===== config.mk =====
export PLATFORM = sky130hd
export DESIGN_NAME = hazard_ctrl
export DESIGN_NICKNAME = d
export VERILOG_FILES = /design/src/rtl/hazard_ctrl.sv
export SDC_FILE = /design/constraint.sdc
export NUM_CORES = 1
export LEC_CHECK = 0
export CAP_MARGIN = 20
export CORE_UTILIZATION = 30
export CTS_CLUSTER_DIAMETER = 60
export CTS_CLUSTER_SIZE = 16
export DETAILED_ROUTE_END_ITERATION = 8
export PLACE_DENSITY_LB_ADDON = 0.12
export SLEW_MARGIN = 20
export SYNTH_ARGS = -nofsm -noshare
export SYNTH_HDL_FRONTEND = slang
export SYNTH_SLANG_ARGS = --single-unit

===== constraint.sdc =====
create_clock -name clk -period 2 [get_ports clk]
set_input_delay 0.4 -clock clk [delete_from_list [all_inputs] [get_ports clk]]
set_output_delay 0.4 -clock clk [all_outputs]
set_load 0.01 [all_outputs]

===== src/rtl/hazard_ctrl.sv =====
// Pipeline hazard controller: a scoreboard of in-flight register writes that
// stalls decode, plus branch flushes and a HALT drain sequence.
module hazard_ctrl (
  input  logic       clk,
  input  logic       rst,
  input  logic       dec_valid,
  input  logic [2:0] dec_rs,
  input  logic [2:0] dec_rt,
  input  logic       dec_rs_used,
  input  logic       dec_rt_used,
  input  logic       dec_wr_en,
  input  logic [2:0] dec_wr_sel,
  input  logic       dec_halt,
  input  logic       branch_taken,
  output logic       pc_en,
  output logic       ftch_dec_en,
  output logic       ftch_dec_flush,
  output logic       dec_exe_bubble,
  output logic       exe_mem_en,
  output logic       mem_wb_en,
  output logic       halted,
  output logic       err
);

  localparam int unsigned REG_W    = 3;
  localparam int unsigned SB_DEPTH = 3;
  localparam int unsigned CNT_W    = 2;

  typedef enum logic [1:0] {
    ST_RUN    = 2'd0,
    ST_DRAIN  = 2'd1,
    ST_HALTED = 2'd2
  } state_e;

  typedef struct packed {
    logic             valid;
    logic [REG_W-1:0] sel;
  } sb_entry_t;

  state_e                         state_q, state_d;
  sb_entry_t [SB_DEPTH-1:0]       sb_q, sb_d;
  logic      [CNT_W-1:0]          drain_cnt_q, drain_cnt_d;
  logic      [CNT_W-1:0]          stall_cnt_q, stall_cnt_d;

  logic match_rs, match_rt;
  logic in_run, stall, issue;

  // Any in-flight writer (EXE/MEM/WB) targeting a decode source register.
  always_comb begin
    match_rs = 1'b0;
    match_rt = 1'b0;
    for (int i = 0; i < int'(SB_DEPTH); i++) begin
      if (sb_q[i].valid && (sb_q[i].sel == dec_rs)) match_rs = 1'b1;
      if (sb_q[i].valid && (sb_q[i].sel == dec_rt)) match_rt = 1'b1;
    end
  end

  assign in_run = (state_q == ST_RUN);
  assign stall  = in_run & dec_valid &
                  ((dec_rs_used & match_rs) | (dec_rt_used & match_rt));
  assign issue  = in_run & dec_valid & ~stall;

  // Next-state: scoreboard shift, counters and RUN/DRAIN/HALTED sequencing.
  always_comb begin
    state_d     = state_q;
    drain_cnt_d = drain_cnt_q;
    stall_cnt_d = '0;
    sb_d[0].valid = issue & dec_wr_en;
    sb_d[0].sel   = dec_wr_sel;
    for (int i = 1; i < int'(SB_DEPTH); i++) begin
      sb_d[i] = sb_q[i-1];
    end

    if (stall) begin
      stall_cnt_d = (stall_cnt_q == CNT_W'(3)) ? stall_cnt_q
                                               : stall_cnt_q + CNT_W'(1);
    end

    case (state_q)
      ST_RUN: begin
        if (issue && dec_halt) begin
          state_d     = ST_DRAIN;
          drain_cnt_d = CNT_W'(3);
        end
      end
      ST_DRAIN: begin
        drain_cnt_d = drain_cnt_q - CNT_W'(1);
        // HALT reaches WB as the count runs out.
        if (drain_cnt_q <= CNT_W'(1)) begin
          state_d     = ST_HALTED;
          drain_cnt_d = '0;
        end
      end
      ST_HALTED: begin
        state_d = ST_HALTED;
      end
      default: begin
        state_d     = ST_RUN;
        drain_cnt_d = '0;
      end
    endcase
  end

  always_ff @(posedge clk or posedge rst) begin
    if (rst) begin
      state_q     <= ST_RUN;
      sb_q        <= '0;
      drain_cnt_q <= '0;
      stall_cnt_q <= '0;
    end else begin
      state_q     <= state_d;
      sb_q        <= sb_d;
      drain_cnt_q <= drain_cnt_d;
      stall_cnt_q <= stall_cnt_d;
    end
  end

  // Pipeline register controls follow state and stall directly.
  always_comb begin
    pc_en          = 1'b1;
    ftch_dec_en    = 1'b1;
    ftch_dec_flush = 1'b0;
    dec_exe_bubble = 1'b0;
    exe_mem_en     = 1'b1;
    mem_wb_en      = 1'b1;
    halted         = 1'b0;

    case (state_q)
      ST_HALTED: begin
        pc_en          = 1'b0;
        ftch_dec_en    = 1'b0;
        exe_mem_en     = 1'b0;
        mem_wb_en      = 1'b0;
        dec_exe_bubble = 1'b1;
        halted         = 1'b1;
      end
      ST_DRAIN: begin
        pc_en          = 1'b0;
        ftch_dec_en    = 1'b0;
        dec_exe_bubble = 1'b1;
      end
      default: begin
        if (stall) begin
          pc_en          = 1'b0;
          ftch_dec_en    = 1'b0;
          dec_exe_bubble = 1'b1;
        end else if (dec_valid && branch_taken) begin
          ftch_dec_flush = 1'b1;
        end
      end
    endcase
  end

  assign err = (stall & (stall_cnt_q == CNT_W'(3))) |
               (dec_valid & dec_halt & branch_taken);

endmodule


Word-level counts from Yosys, hierarchy flattened
Index checks and enable logic that the tools add are counted.
- register bits after elaboration: 18
- bits in latches: 0
- memory bits (writable): 0
- ROM bits: 0
- memories kept: 0
- add/sub/neg operators: 2
- $mul: 0
- div/mod/pow operators: 0
- magnitude comparators: 1
- equality and inequality tests: 12
- shift operators: 0
- muxes and demuxes: 23
- bitwise logic cells: 13
- reduce and logical (&&, ||, !) cells: 12
- operators with widths (kind ; number):
    3-bit equality test ; 6
    1-bit 2-to-1 mux ; 15
    2-bit 2-to-1 mux ; 6
    2-bit case mux with 3 select lines ; 2
    1-bit AND ; 9
    1-bit logical AND ; 8
    2-bit equality test (second input constant) ; 2
    2-bit != test (second input constant) ; 2
    2-bit AND reduction ; 2
    2-bit by 1-bit adder with 2-bit output (second input constant) ; 1
    2-bit by 1-bit equality test with 1-bit output (second input constant) ; 1
    2-bit by 1-bit less-or-equal comparator with 1-bit output (second input constant) ; 1
    2-bit zero test ; 1
    2-bit by 1-bit != test with 1-bit output (second input constant) ; 1
    1-bit NOT ; 2
    1-bit bitwise OR ; 2
    2-bit OR reduction ; 1
    2-bit by 1-bit subtractor with 2-bit output (second input constant) ; 1

Logic depth before layout (Yosys ltp)
Gate-level depths: netlist of run 1.
- depth in word-level cells: 13
- mapped depth: 6

Worst setup path after synthesis of run 1
Ideal clock, no wire load.
- kind: reg-to-output
- start point: register sb_q, in the netlist sb_d[8]
- end point: output port pc_en
- arrival: 1.435 ns
- data required time: 1.600 ns
- path slack: 0.165 ns
- cell stages (with the launch flop): 7
- path buffers: 1
- path through: dfrtp_1 xnor2_1 and4_4 o31ai_2 a21oi_2 nor2_1 buf_4
- word-level cells in the longest chain between the ends: 9
- RTL lines (element ; RTL line ; text):
    from (decl) ; 41 ; sb_entry_t [SB_DEPTH-1:0] sb_q, sb_d;
    from (signal assigned) ; 107 ; sb_q <= '0;
    from (signal assigned) ; 112 ; sb_q <= sb_d;
    3-bit equality test, on equally long branches ; 53, 54 ;
    1-bit logical AND, on equally long branches ; 53, 54 ;
    1-bit 2-to-1 mux, on equally long branches (2 in a row) ; 53, 54 ;
    1-bit AND ; 60 ; ((dec_rs_used & match_rs) | (dec_rt_used & match_rt));
    1-bit bitwise OR (*) ; 60 ;
    1-bit AND (*) ; 59 ; assign stall = in_run & dec_valid &
    1-bit 2-to-1 mux (*) (2 in a row) ; n/a ;
    to (decl) ; 15 ; output logic pc_en,
Every way passes the cells marked *; elsewhere a longest branch is shown, timed or not.

Worst setup path after layout of run 1
- start point: register sb_q, in the netlist sb_d[9]
- end point: output port ftch_dec_flush
- word-level cells in the longest chain between the ends: 9
- RTL lines (element ; RTL line ; text):
    3-bit equality test, on equally long branches ; 53, 54 ;
    1-bit logical AND, on equally long branches ; 53, 54 ;
    1-bit 2-to-1 mux, on equally long branches (2 in a row) ; 53, 54 ;
    1-bit AND ; 60 ;
    1-bit bitwise OR (*) ; 60 ;
    1-bit AND (*) ; 59 ;
    1-bit 2-to-1 mux (*) ; 143 ; if (stall) begin
    1-bit 2-to-1 mux (*) ; 128 ; case (state_q)
    to (decl) ; 17 ; output logic ftch_dec_flush,
Marks and branches as above.

==> metrics.md, run 1 <==
| Metric | Value |
|---|---|
| Number of antenna violations at the first check in global routing | `0` |
| Max transition margin | `0.836` |
| Final non-filler cell total | `177` |
| Final worst clock skew | `8.14 ps` |
| Number of hold-slack violations in the final timing report | `0` |
| Mean instance size in the synthesized netlist | `11.1 um^2` |
| Share of total power in sequential cells | `0.343` |
| Critical path data required time | `1600 ps` |
| Placeable Area | `3080 um^2` |
| Slew at the pin closest to its max-slew limit | `246 ps` |
| Met3 Routed Length | `71 um` |
| Final hold slack | `408 ps` |
| CTS buffer count | `3` |
| Crit path cell chain | `xnor2_1 -> nand4_1 -> a31o_2 -> a21oi_4 -> buf_6 -> nor3_2 -> buf_2` |
| Count of synthesis-stage warnings from yosys | `0` |
| Total vias in the final route | `817` |
| Worst VDD drop | `0.375 mV` |
| Run status | `finished, violations left` |
| Worst R2R Path Depth | `8` |
| Die Width | `59.2 um` |
| Async set or reset register ratio after synthesis | `1.00` |
| Final cell area excluding filler cells | `1440 um^2` |
| Cell Count Post-Placement | `170` |
| Net Count, Synth | `109` |
| Final WS setup | `-212 ps` |
| Unrepaired setup endpoints after global routing | `yes` |
| Post-synth top flop | `sky130_fd_sc_hd__dfrtp_1` |
| Portion of the clock cycle consumed by the worst path in the final layout | `1.11` |
| Num ports | `25` |
| WL met1 | `891 um` |
| Leakage power total | `0.640 nW` |
| CP startpoint kind | `register` |
| Number of hold buffers added after cts | `0` |
| Total Nets Final | `156` |
| Clock tree from TritonCTS | `built` |
| Via density | `4.62` |
| Finish-stage setup viols | `5` |
| Final ANT Viol Nets | `0` |
| Cells after Synth | `88` |
| DRT Wirelength | `2190 um` |
| WL met2 | `1200 um` |
| Global-route congestion overflow total | `0` |
| First-pass GRT wire length | `3580 um` |
| Clk Tree Root Cell | `sky130_fd_sc_hd__clkbuf_4` |
| Buffers plus inverters on the worst setup path | `2` |
| Switching Share | `0.365` |
| Cell family with the largest share of critical-path delay | `compound AO/OA/AOI/OAI gates` |
| Violations in the final reports | `setup timing` |
| Power per Cell Area | `938 nW/um^2` |
| Via count of the first global-routing pass | `829` |
| Cell area after placement | `1380 um^2` |
| Net Switching | `0.493 mW` |
| Number of distinct standard cells referenced by the synthesized netlist | `28` |
| Area of the die | `3500 um^2` |
| Delay of the slowest cell on the worst path | `430 ps` |
| Comb pwr share | `0.525` |
| Worst slack, placed | `-814 ps` |
| FF+latch count, synth | `18` |
| Class of the most critical hold timing path | `in2async` |
| Min cycle time layout | `2210 ps` |
| Nature of the critical path endpoint | `output port` |
| Share of post-route cells with drive strength above 1 | `0.308` |
| Fillcell total | `319` |
| Clock power share | `0.132` |
| ANT cells | `0` |
| Number of sinks handled by clock tree synthesis | `18` |
| Number of buffers added on ports | `24` |
| Cell at the slowest stage of the critical path | `sky130_fd_sc_hd__dfrtp_1` |
| Final HPWL from detailed placement | `1690 um` |
| Share of the core filled with cells in the final layout | `0.468` |
| Std-Cell Rows | `20` |
| Starting Density | `0.319` |
| Top fanout value on the critical path | `4` |
| Internal portion of total power | `0.857 mW` |
| Pin count of the biggest net entering global routing | `19` |
| Maximum clock path buffer count | `2` |
| Cell area after synthesis | `981 um^2` |
| Crit Path Class | `reg2out` |
| Top sig layer | `met4` |
| Die extent in y | `59.2 um` |
| First-pass detailed-route iteration total | `4` |
| Initial DRC Count | `32` |
| Layout area overhead | `46.8%` |
| CP Depth | `7` |
| Level count of the clock H-tree | `1` |
| Post-synthesis sequential area ratio | `0.459` |
| Remaining DRCs | `0` |
| Number of maximum-capacitance violations | `0` |
| Max-slew violation count | `0` |
| Crit path DAT | `1810 ps` |
| Highest clock frequency the design can meet | `0.452 GHz` |
| Final weighted congestion in routability-driven placement | `0.761` |
| Clk_lat worst skew | `290 ps` |
| Overall global routing resource usage | `0.139` |
| Routed length per instance | `12.4 um` |
| Number of flops mapped to enable cells by yosys | `0` |
| Clk pin slew, worst setup/hold paths | `100 ps` |
-- kinds of logic (layout without fill, tap and decap cells) --
group,count (synthesis),in the layout,synth area share
compound gates,14,14,0.111
xor+xnor,19,19,0.170
fa+ha+maj,4,4,0.0510
buf+inv,8,53,0.0383
flops,18,18,0.459
mux,2,2,0.0204
simple gates,23,23,0.151
-- layer usage --
layer / global-route usage / vias up
met1: 0.161 / 394
met5: 0 / -
met4: 0.0680 / 0
met3: 0.0306 / 4
met2: 0.242 / 20
li1: - / 399
-- final timing paths --
kind                                from              to  slack (ps)
worst min register to register  sb_d[11]        sb_q[11]         440
worst min-delay path                 rst  stall_cnt_q[0]         410
min in group clk                sb_d[11]        sb_q[11]         440
max in group asynchronous            rst        sb_q[11]        1380
worst max-delay path             sb_d[9]  ftch_dec_flush        -210
worst max register to register   sb_d[8]  stall_cnt_q[0]         260
-- worst min-delay path: stages --
cell,delay (ps)
sky130_fd_sc_hd__clkdlybuf4s50_1,390
sky130_fd_sc_hd__inv_1,50
sky130_fd_sc_hd__buf_4,250
-- synth_stat cells (2+ instances only) --
master                    count  share of area
sky130_fd_sc_hd__ha_1         4          0.051
sky130_fd_sc_hd__nand4_1      5          0.032
sky130_fd_sc_hd__xnor2_1     19           0.17
sky130_fd_sc_hd__a31oi_1      2          0.013
sky130_fd_sc_hd__mux2i_1      2          0.020
sky130_fd_sc_hd__buf_4        2          0.015
sky130_fd_sc_hd__inv_1        6          0.023
sky130_fd_sc_hd__o21ai_0      3          0.015
sky130_fd_sc_hd__dfrtp_1     18           0.46
sky130_fd_sc_hd__and4_4       3          0.034
sky130_fd_sc_hd__nand2_1      6          0.023
sky130_fd_sc_hd__a21oi_2      2          0.018
-- power by group through the flow --
stage	combinational [mW]	clock [mW]	sequential, mW
after floorplan	0.422	0	0.465
after global placement	0.769	0	0.469
after detailed placement	0.780	0	0.470
after CTS	0.731	0.193	0.463
after global routing	0.786	0.204	0.472
final	0.709	0.178	0.464
-- timing repair --
action                                  in CTS  in global routing
endpoints found under the setup margin       8                  5
setup buffers                                3                  1
resized for setup                           31                  5
pin swaps                                    8                 11
-- flip-flops by register name (all words and copies together) (netlist names) --
signal       flops
sb_q             4
sb_d             8
stall_cnt_q      2
drain_cnt_q      2
state_q          2
-- layout make-up --
class / count / area (um^2) / area share
Clock buffer: 3 / 22.5 / 0.0156
Inverter: 6 / 22.5 / 0.0156
Multi-Input combinational cell: 62 / 532 / 0.369
Sequential cell: 18 / 450 / 0.313
Tap cell: 44 / 55.1 / 0.0382
Timing Repair Buffer: 44 / 358 / 0.248
-- placed cells by master (no fill, tap or decap), types with 2 or more instances in the layout --
cell                              count
sky130_fd_sc_hd__a31oi_1              2
sky130_fd_sc_hd__and4_4               3
sky130_fd_sc_hd__buf_2                5
sky130_fd_sc_hd__buf_4               19
sky130_fd_sc_hd__clkbuf_4             3
sky130_fd_sc_hd__clkdlybuf4s50_1     10
sky130_fd_sc_hd__dfrtp_1             18
sky130_fd_sc_hd__dlygate4sd2_1        9
sky130_fd_sc_hd__ha_1                 4
sky130_fd_sc_hd__inv_1                6
sky130_fd_sc_hd__mux2i_1              2
sky130_fd_sc_hd__nand2_1              6
sky130_fd_sc_hd__nand4_1              5
sky130_fd_sc_hd__o21ai_0              3
sky130_fd_sc_hd__xnor2_1             17
sky130_fd_sc_hd__xnor2_2              2
-- through the flow --
step,setup TNS (ps),power (mW)
2_1_floorplan,0,0.887
3_3_place_gp,-3950,1.24
3_5_place_dp,-4320,1.25
4_1_cts,-1070,1.39
5_1_grt,-1420,1.46
6_report,-822,1.35
No activity file was read; power rests on OpenSTA's default activity.
==> run 2, diff against run 1 <==
- CTS_BUF_LIST: default -> sky130_fd_sc_hd__clkbuf_4 sky130_fd_sc_hd__clkbuf_8 sky130_fd_sc_hd__clkbuf_16
==> results of run 2 <==
Final layout, timing and power as in run 1 (identical DEF).
